--- config.mk ---
export PLATFORM = sky130hd
export DESIGN_NAME = pingpong_drain_ctrl
export DESIGN_NICKNAME = d
export VERILOG_FILES = /design/src/rtl/pingpong_drain_pkg.sv /design/src/rtl/drain_out_fifo.sv /design/src/rtl/pingpong_drain_ctrl.sv
export SDC_FILE = /design/constraint.sdc
export NUM_CORES = 1
export LEC_CHECK = 0
export ABC_AREA = 1
export ABC_CLOCK_PERIOD_IN_PS = 18700
export CORE_AREA = 4 4 146 148
export DETAILED_ROUTE_END_ITERATION = 16
export DIE_AREA = 0 0 150 152
export PLACE_DENSITY = 0.85
export SETUP_SLACK_MARGIN = 0.4
export SYNTH_ARGS = -nofsm -noshare
export SYNTH_HDL_FRONTEND = slang
export SYNTH_SLANG_ARGS = --single-unit
--- constraint.sdc ---
create_clock -name clk_i -period 18.7 [get_ports clk_i]
set_clock_uncertainty 0.2 [all_clocks]
set_input_delay 3.74 -clock clk_i [delete_from_list [all_inputs] [get_ports clk_i]]
set_output_delay 3.74 -clock clk_i [all_outputs]
set_load 0.005 [all_outputs]
--- src/rtl/pingpong_drain_pkg.sv ---
// Shared types for the ping-pong buffer drain controller.
package pingpong_drain_pkg;

  localparam int NUM_BUF_lp  = 2;
  localparam int DRAIN_DW_lp = 64;

  typedef enum logic [1:0] {
    IDLE,
    DRAIN,
    FLUSH
  } drain_state_t;

  typedef struct packed {
    logic [DRAIN_DW_lp-1:0] data;
    logic                   last;
  } drain_entry_t;

endpackage

--- src/rtl/drain_out_fifo.sv ---
// Small synchronous FIFO holding drained elements and their last tags.
module drain_out_fifo
  import pingpong_drain_pkg::*;
#(
  parameter type entry_t = drain_entry_t,
  parameter int  DEPTH_g = 4
) (
  input  logic                           clk_i,
  input  logic                           rst_i,
  input  logic                           push_i,
  input  entry_t                         push_entry_i,
  input  logic                           pop_i,
  output entry_t                         head_o,
  output logic                           full_o,
  output logic                           empty_o,
  output logic [$clog2(DEPTH_g+1)-1:0]   count_o
);

  localparam int PTR_W_lp   = (DEPTH_g > 1) ? $clog2(DEPTH_g) : 1;
  localparam int COUNT_W_lp = $clog2(DEPTH_g + 1);

  entry_t                mem_q [DEPTH_g];
  logic [PTR_W_lp-1:0]   wr_ptr_q, wr_ptr_d;
  logic [PTR_W_lp-1:0]   rd_ptr_q, rd_ptr_d;
  logic [COUNT_W_lp-1:0] count_q, count_d;
  logic                  do_push, do_pop;

  assign full_o  = (count_q == COUNT_W_lp'(DEPTH_g));
  assign empty_o = (count_q == '0);
  assign count_o = count_q;
  assign head_o  = mem_q[rd_ptr_q];

  assign do_pop  = pop_i && !empty_o;
  assign do_push = push_i && (!full_o || do_pop);

  // NOTE: every variable written in always_comb gets a default first, so no path leaves a latch.
  always_comb begin
    wr_ptr_d = wr_ptr_q + PTR_W_lp'(do_push);
    rd_ptr_d = rd_ptr_q + PTR_W_lp'(do_pop);
    count_d  = count_q + COUNT_W_lp'(do_push) - COUNT_W_lp'(do_pop);
  end

  // NOTE: sequential state uses non-blocking assignments so every flop samples pre-edge values.
  always_ff @(posedge clk_i) begin
    if (rst_i) begin
      wr_ptr_q <= '0;
      rd_ptr_q <= '0;
      count_q  <= '0;
    end else begin
      wr_ptr_q <= wr_ptr_d;
      rd_ptr_q <= rd_ptr_d;
      count_q  <= count_d;
    end
  end

  // NOTE: storage is not reset; pointers and count alone decide which entries are valid.
  always_ff @(posedge clk_i) begin
    if (do_push) mem_q[wr_ptr_q] <= push_entry_i;
  end

endmodule

--- src/rtl/pingpong_drain_ctrl.sv ---
// Drains two blocking buffers in strict alternation into one valid/ready
// stream, issuing reads only when the output FIFO has guaranteed room.
module pingpong_drain_ctrl
  import pingpong_drain_pkg::*;
#(
  parameter int AXI_DW_g     = 64,
  parameter int ELEMS_g      = 16,
  parameter int FIFO_DEPTH_g = 4
) (
  input  logic                           clk_i,
  input  logic                           rst_i,
  input  logic [NUM_BUF_lp-1:0]          buf_pushing_i,
  input  logic [NUM_BUF_lp*AXI_DW_g-1:0] buf_data_i,
  output logic [NUM_BUF_lp-1:0]          buf_stall_o,
  output logic                           m_valid_o,
  input  logic                           m_ready_i,
  output logic [AXI_DW_g-1:0]            m_data_o,
  output logic                           m_last_o,
  output logic                           sel_o,
  output logic                           err_o
);

  localparam int ISSUE_W_lp = $clog2(ELEMS_g + 1);
  localparam int COUNT_W_lp = $clog2(FIFO_DEPTH_g + 1);

  typedef struct packed {
    logic [AXI_DW_g-1:0] data;
    logic                last;
  } entry_t;

  drain_state_t          state_q, state_d;
  logic                  sel_q, sel_d;
  logic                  next_sel_q, next_sel_d;
  logic [ISSUE_W_lp-1:0] issue_cnt_q, issue_cnt_d;
  logic                  inflight_q, inflight_d;
  logic                  last_tag_q, last_tag_d;
  logic                  err_q, err_d;

  logic                  issue;
  logic                  credit_ok;
  logic                  overflow;
  entry_t                push_entry, head;
  logic                  fifo_full, fifo_empty, fifo_pop;
  logic [COUNT_W_lp-1:0] fifo_count;

  always_ff @(posedge clk_i) begin
    if (rst_i) begin
      state_q     <= IDLE;
      sel_q       <= 1'b0;
      next_sel_q  <= 1'b0;
      issue_cnt_q <= '0;
      inflight_q  <= 1'b0;
      last_tag_q  <= 1'b0;
      err_q       <= 1'b0;
    end else begin
      state_q     <= state_d;
      sel_q       <= sel_d;
      next_sel_q  <= next_sel_d;
      issue_cnt_q <= issue_cnt_d;
      inflight_q  <= inflight_d;
      last_tag_q  <= last_tag_d;
      err_q       <= err_d;
    end
  end

  always_comb begin
    state_d     = state_q;
    sel_d       = sel_q;
    next_sel_d  = next_sel_q;
    issue_cnt_d = issue_cnt_q;
    inflight_d  = issue;
    last_tag_d  = issue && (issue_cnt_q == ISSUE_W_lp'(ELEMS_g - 1));
    err_d       = err_q || overflow;
    unique case (state_q)
      IDLE: begin
        if (buf_pushing_i[next_sel_q]) begin
          sel_d   = next_sel_q;
          state_d = DRAIN;
        end
      end
      DRAIN: begin
        if (issue) begin
          issue_cnt_d = issue_cnt_q + ISSUE_W_lp'(1);
          if (issue_cnt_q == ISSUE_W_lp'(ELEMS_g - 1)) state_d = FLUSH;
        end else if (!buf_pushing_i[sel_q]) begin
          // Buffer withdrew mid-drain: abandon it without ever tagging a last.
          err_d   = 1'b1;
          state_d = FLUSH;
        end
      end
      FLUSH: begin
        if (!inflight_q) begin
          next_sel_d  = ~sel_q;
          issue_cnt_d = '0;
          state_d     = IDLE;
        end
      end
      default: state_d = IDLE;
    endcase
  end

  // Credit counts the read still in flight so a captured element always has a slot.
  always_comb begin
    credit_ok   = (int'(fifo_count) + int'(inflight_q)) < FIFO_DEPTH_g;
    issue       = (state_q == DRAIN) && buf_pushing_i[sel_q] && credit_ok
                  && (issue_cnt_q < ISSUE_W_lp'(ELEMS_g));
    buf_stall_o = {~(issue && sel_q), ~(issue && !sel_q)};
  end

  assign fifo_pop        = m_valid_o && m_ready_i;
  assign overflow        = inflight_q && fifo_full && !m_ready_i;
  assign push_entry.data = sel_q ? buf_data_i[2*AXI_DW_g-1:AXI_DW_g] : buf_data_i[AXI_DW_g-1:0];
  assign push_entry.last = last_tag_q;

  drain_out_fifo #(
    .entry_t (entry_t),
    .DEPTH_g (FIFO_DEPTH_g)
  ) u_out_fifo (
    .clk_i        (clk_i),
    .rst_i        (rst_i),
    .push_i       (inflight_q),
    .push_entry_i (push_entry),
    .pop_i        (fifo_pop),
    .head_o       (head),
    .full_o       (fifo_full),
    .empty_o      (fifo_empty),
    .count_o      (fifo_count)
  );

  assign m_valid_o = !fifo_empty;
  assign m_data_o  = head.data;
  assign m_last_o  = !fifo_empty && head.last;
  assign sel_o     = sel_q;
  assign err_o     = err_q;

endmodule
* Yosys cells after proc, flatten, opt, wreduce, memory -nomap -nowiden
Memories as Yosys holds them, arrays and structs flattened. A register that Yosys moved wholly into a read port is not among the register bits. Index checks and enable logic that the tools add are counted.
Storage, ports and cells: flip-flop bits (word level) 19, RAM bits 260, input bits 133, output and inout port bits 70, logic and storage cells 79, memories kept 1
Cells by class: add/sub/neg operators 6, order comparisons 4, eq/ne operators 9, muxes and demuxes 20, bitwise logic cells 4, reduce and logical (&&, ||, !) cells 25
Memory list:
- u_out_fifo.mem_q | depth 4, width 65, read ports 1, clocked after Yosys merged registers in 1, wr ports 1, line drain_out_fifo.sv:22 | entry_t mem_q [DEPTH_g];
Operators with widths (number):
- two-way mux 64 bit | 1
- logical AND 1 bit | 12
- two-way mux 2 bit | 6
- two-way mux 5 bit | 2
- one-hot mux 5 bit (2 select lines) | 1
- two-way mux 1 bit | 9
- != test 2 bit (second input constant) | 3
- != test 3 bit (second input constant) | 2
- one-hot mux 2 bit (3 select lines) | 1
- adder 5 x 1 -> 5 bit (second input constant) | 1
- equality test 5 x 4 -> 1 bit (second input constant) | 1
- < comparator 5 bit (second input constant) | 1
- adder 2 x 1 -> 2 bit | 2
- adder 3 x 1 -> 4 bit | 1
- logical NOT 1 bit | 4
- < comparator 1 x 2 -> 1 bit (second input constant) | 2
- < comparator 4 x 3 -> 1 bit (second input constant) | 1
- NOT 1 bit | 4
- AND reduction 2 bit | 2
- AND reduction 4 bit | 1
- adder 3 x 1 -> 3 bit | 1
- equality test 3 bit (second input constant) | 1
- logical NOT 3 bit | 1
- AND reduction 3 bit | 1
- other kinds (6) | 7

* Depth between registers and ports, before layout
depth in word-level cells 8, mapped depth 10, depth with buffers taken out 10

* Cells and area by module
From an unflattened synthesis, not the netlist that was laid out.
Unflattened totals: cell total of the unflattened synthesis 1117, area total of the unflattened synthesis 12470.7 um^2
Modules (own cells, without submodules):
- drain_out_fifo | times used 1, cells each 814, area an instance 11001.8 um^2, sequential area each 7947.6 um^2
- pingpong_drain_ctrl | times used 1, cells each 303, area an instance 1468.9 um^2, sequential area each 240.2 um^2

* Least setup slack after synthesis
No wires, ideal clock.
path type input to register, start input m_ready_i, end memory u_out_fifo.mem_q[0][0] in the netlist's numbering (enable), setup time 568 ps, data arrival time 8527 ps, data required time 17932 ps, setup slack 9405 ps, cell stages on the path 4, buffers on the path 0, cells stage by stage inv_1 > a21oi_1 > inv_1 > nor3_1
On the way: longest elaborated chain between the ends 6
RTL lines:
- from (decl) | line pingpong_drain_ctrl.sv:16 | input logic m_ready_i,
- logical AND 1 bit | line pingpong_drain_ctrl.sv:110 | assign fifo_pop = m_valid_o && m_ready_i;
- logical AND 1 bit | line drain_out_fifo.sv:33 | assign do_pop = pop_i && !empty_o;
- logical OR 1 bit | line drain_out_fifo.sv:34 | assign do_push = push_i && (!full_o || do_pop);
- logical AND 1 bit | line drain_out_fifo.sv:34
- two-way mux 1 bit | line drain_out_fifo.sv:58 | if (do_push) mem_q[wr_ptr_q] <= push_entry_i;
- two-way mux 1 bit (not written as such) | line drain_out_fifo.sv:58
- to (decl) | line drain_out_fifo.sv:22
Every way passes these cells.

* Final worst setup path
start input buf_pushing_i[1], end output buf_stall_o[0]
On the way: longest elaborated chain between the ends 7
RTL lines:
- from (decl) | line pingpong_drain_ctrl.sv:12 | input logic [NUM_BUF_lp-1:0] buf_pushing_i,
- two-way mux 1 bit (not written as such) (2 in a row) | line pingpong_drain_ctrl.sv:105 | issue = (state_q == DRAIN) && buf_pushing_i[sel_q] && credit_ok
- logical AND 1 bit (2 in a row) | line pingpong_drain_ctrl.sv:105
- logical AND 1 bit | line pingpong_drain_ctrl.sv:106 | && (issue_cnt_q < ISSUE_W_lp'(ELEMS_g));
- logical AND 1 bit | line pingpong_drain_ctrl.sv:107 | buf_stall_o = {~(issue && sel_q), ~(issue && !sel_q)};
- NOT 1 bit | line pingpong_drain_ctrl.sv:107
- to (decl) | line pingpong_drain_ctrl.sv:14 | output logic [NUM_BUF_lp-1:0] buf_stall_o,
Every way passes these cells. The select of a mux whose other input is x is not followed.

==> flow_summary.ini <==
[floorplan]
die_w_um = 150
die_area_mm2 = 0.02280
ios = 203
die_h_um = 152
num_rows = 52
start_util_pct = 56.29
coreArea_mm2 = 0.02004

[clock_network]
numCtsBuffers = 27
clk_latency_ns = 0.52
root_buffer = clkbuf_16
hold_buffers = 0
cts-resized-gates = 0
post_cts_buffers = 0
htreeDepth = 1
clk_pin_slew_ns = 0.06
cts_buffer_depth = 3
clock-sinks = 279
cts_tree = done

[yosys]
ys_seq_elements = 279
synth_fp_nets = 1110
yosys_warnings = 0
synth_cell_types = 27
yosysSeqAreaShare_pct = 72.58
synthesis.area_mm2 = 0.01128
synthCells = 969
avgSynthCellArea_um2 = 11.64

[critical_path]
worstSetupPathType = in -> out
reg2reg_slack_ns = 16.37
crit_fanout = 6
cp_slowest_cell = clkdlybuf4s50_1
cp_slowest_stage_delay_ns = 0.49
crit_required_ns = 14.76
crit_top_cell = nand2_1
worstPathArrival_ns = 5.35
cp_num_buf_inv = 3
start_kind = input pin
path_cells = clkdlybuf4s50_1 > nand2_1 > nand2_1 > nand2_1 > nor2_2 > nand2_2 > inv_2 > nand2_1 > clkdlybuf4s50_1
critPathTopFamily = buffers and inverters
endpoint_kind = output port

[timing]
slew-limit-headroom_pct = 29.07
min_period_ns = 9.293
setup_tns_ns = 0
hold_viol_final = 0
fmax_ghz = 0.1076
rsz0062_at_grt = no
slew_violations = 0
worst_pin_slew_ns = 1.064
report.final.setup_viol = 0
fin_crit_sh_pct = 49.69

[detailed_routing]
wl_um = 24890
drt-vias-per-instance = 5.377
ant_nets = 0
num_vias = 7781
drt_iter0_markers = 558
first_pass_iters = 5
drt-wirelength-per-cell_um = 17.20
drc = 0

[finish]
drive_gt1_share_pct = 6.032
final_util_pct = 72.09
final_common_cell = edfxtp_1
fillCellCount = 1370
layout_common_cells = edfxtp_1, nand2_1, clkdlybuf4s50_1, nor2_1, o21ai_0
finalNetCount = 1298
antenna_cells = 0
area_growth_pct = 28.06

[global_routing]
grt_pass1_wl_um = 38360
grt_start_max_net_pins = 107
grt.overflow.total = 0
antenna_found_initial = 0
grtUsageTotal_pct = 20.98
first_global_vias = 7661

[pwr]
powerDensity_mw_per_mm2 = 120.8
vdd_drop_max_mv = 0.06813
leakage_nw = 5.211

[hold_path]
min-delay-path-class = reg -> reg

[place]
io_buffers = 202
hpwl_um = 14950
place_congestion = 0.7573

[run]
maxCapViolations = 0

[run_status]
status = finished, final reports clean
power by group:
group	internal, mW	total, mW	switching [mW]
combinational	0.219	0.469	0.250
clock	0.335	0.553	0.218
sequential	0.708	0.724	0.0167
total	1.26	1.75	0.484
synthesized netlist by cell type, drive strengths merged:
| master | count | share of area, % |
|---|---|---|
| a21oi | 10 | 0.44 |
| a31o | 1 | 0.078 |
| and2 | 1 | 0.055 |
| and3 | 1 | 0.055 |
| buf | 23 | 1.0 |
| clkbuf | 34 | 1.1 |
| dfxtp | 19 | 3.4 |
| edfxtp | 260 | 69 |
| fa | 1 | 0.18 |
| ha | 7 | 0.78 |
| inv | 30 | 1.0 |
| nand2 | 211 | 7.1 |
| nand3 | 7 | 0.31 |
| nand4 | 1 | 0.055 |
| nor2 | 152 | 5.1 |
| nor3 | 5 | 0.22 |
| o21ai | 137 | 6.1 |
| o22ai | 65 | 3.6 |
| or2 | 1 | 0.055 |
| xnor2 | 2 | 0.16 |
| xor2 | 1 | 0.078 |
area by class of cell:
cell class	count	area (µm²)	area share, %
flip-flops and latches	279	8194	56.72
multi-input cells	603	2760	19.11
repair buffers	216	2127	14.72
clock buffers	32	694.4	4.807
well taps	270	337.8	2.338
clock inverters	17	217.7	1.507
inverters	30	115.1	0.7968
worst paths after layout:
check,start,end,cells past startpoint
max,buf_pushing_i[1],buf_stall_o[0],9
min,issue_cnt_q[0],issue_cnt_q[0],1
min reg2reg,issue_cnt_q[0],issue_cnt_q[0],1
max reg2reg,u_out_fifo.count_o[0],u_out_fifo.count_o[2],10
state kept, by name, indices dropped and copies added (netlist names):
register             flops
state_q                  2
last_tag_q               1
u_out_fifo.rd_ptr_q      2
issue_cnt_q              5
u_out_fifo.wr_ptr_q      2
u_out_fifo.mem_q       260
err_o                    1
u_out_fifo.count_o       3
sel_o                    1
inflight_q               1
next_sel_q               1
layer usage:
metal  part of all wire [%]  wire, µm  vias to the layer above  GRT usage [%]
met2                     52     12890                      257          37.04
met3                    6.8      1697                       41          3.485
met5                      0         0                        -              0
met4                    2.0       507                        0          6.405
li1                       -         -                     3795              -
met1                     39      9792                     3688          26.54
through the flow:
step / worst slack, ns / instances / cell area [µm²] / hold WS (ns) / power [mW]
4_1_cts: 9.403 / 1447 / 14450 / 0.2974 / 1.762
3_5_place_dp: 9.406 / 1398 / 13530 / 0.2883 / 1.208
5_1_grt: 9.271 / 1447 / 14450 / 0.3096 / 1.831
2_1_floorplan: 9.405 / 969 / 11280 / 0.2383 / 0.9653
6_report: 9.407 / 1447 / 14450 / 0.2960 / 1.746
3_3_place_gp: 9.435 / 1398 / 13530 / 0.2696 / 1.192
cell families (layout without fill, tap and decap cells):
logic type                 after synthesis  after routing  synth area share (%)
AOI/OAI and AO/OA                      213            213                 10.20
and+or+nand+nor                        379            379                 12.90
DFF                                    279            279                 72.58
xor gates and xnor gates                 3              3                0.2330
buffers and inverters                   87            295                 3.128
adders and majority gates                8              8                0.9538
No activity file was read; power rests on OpenSTA's default activity.
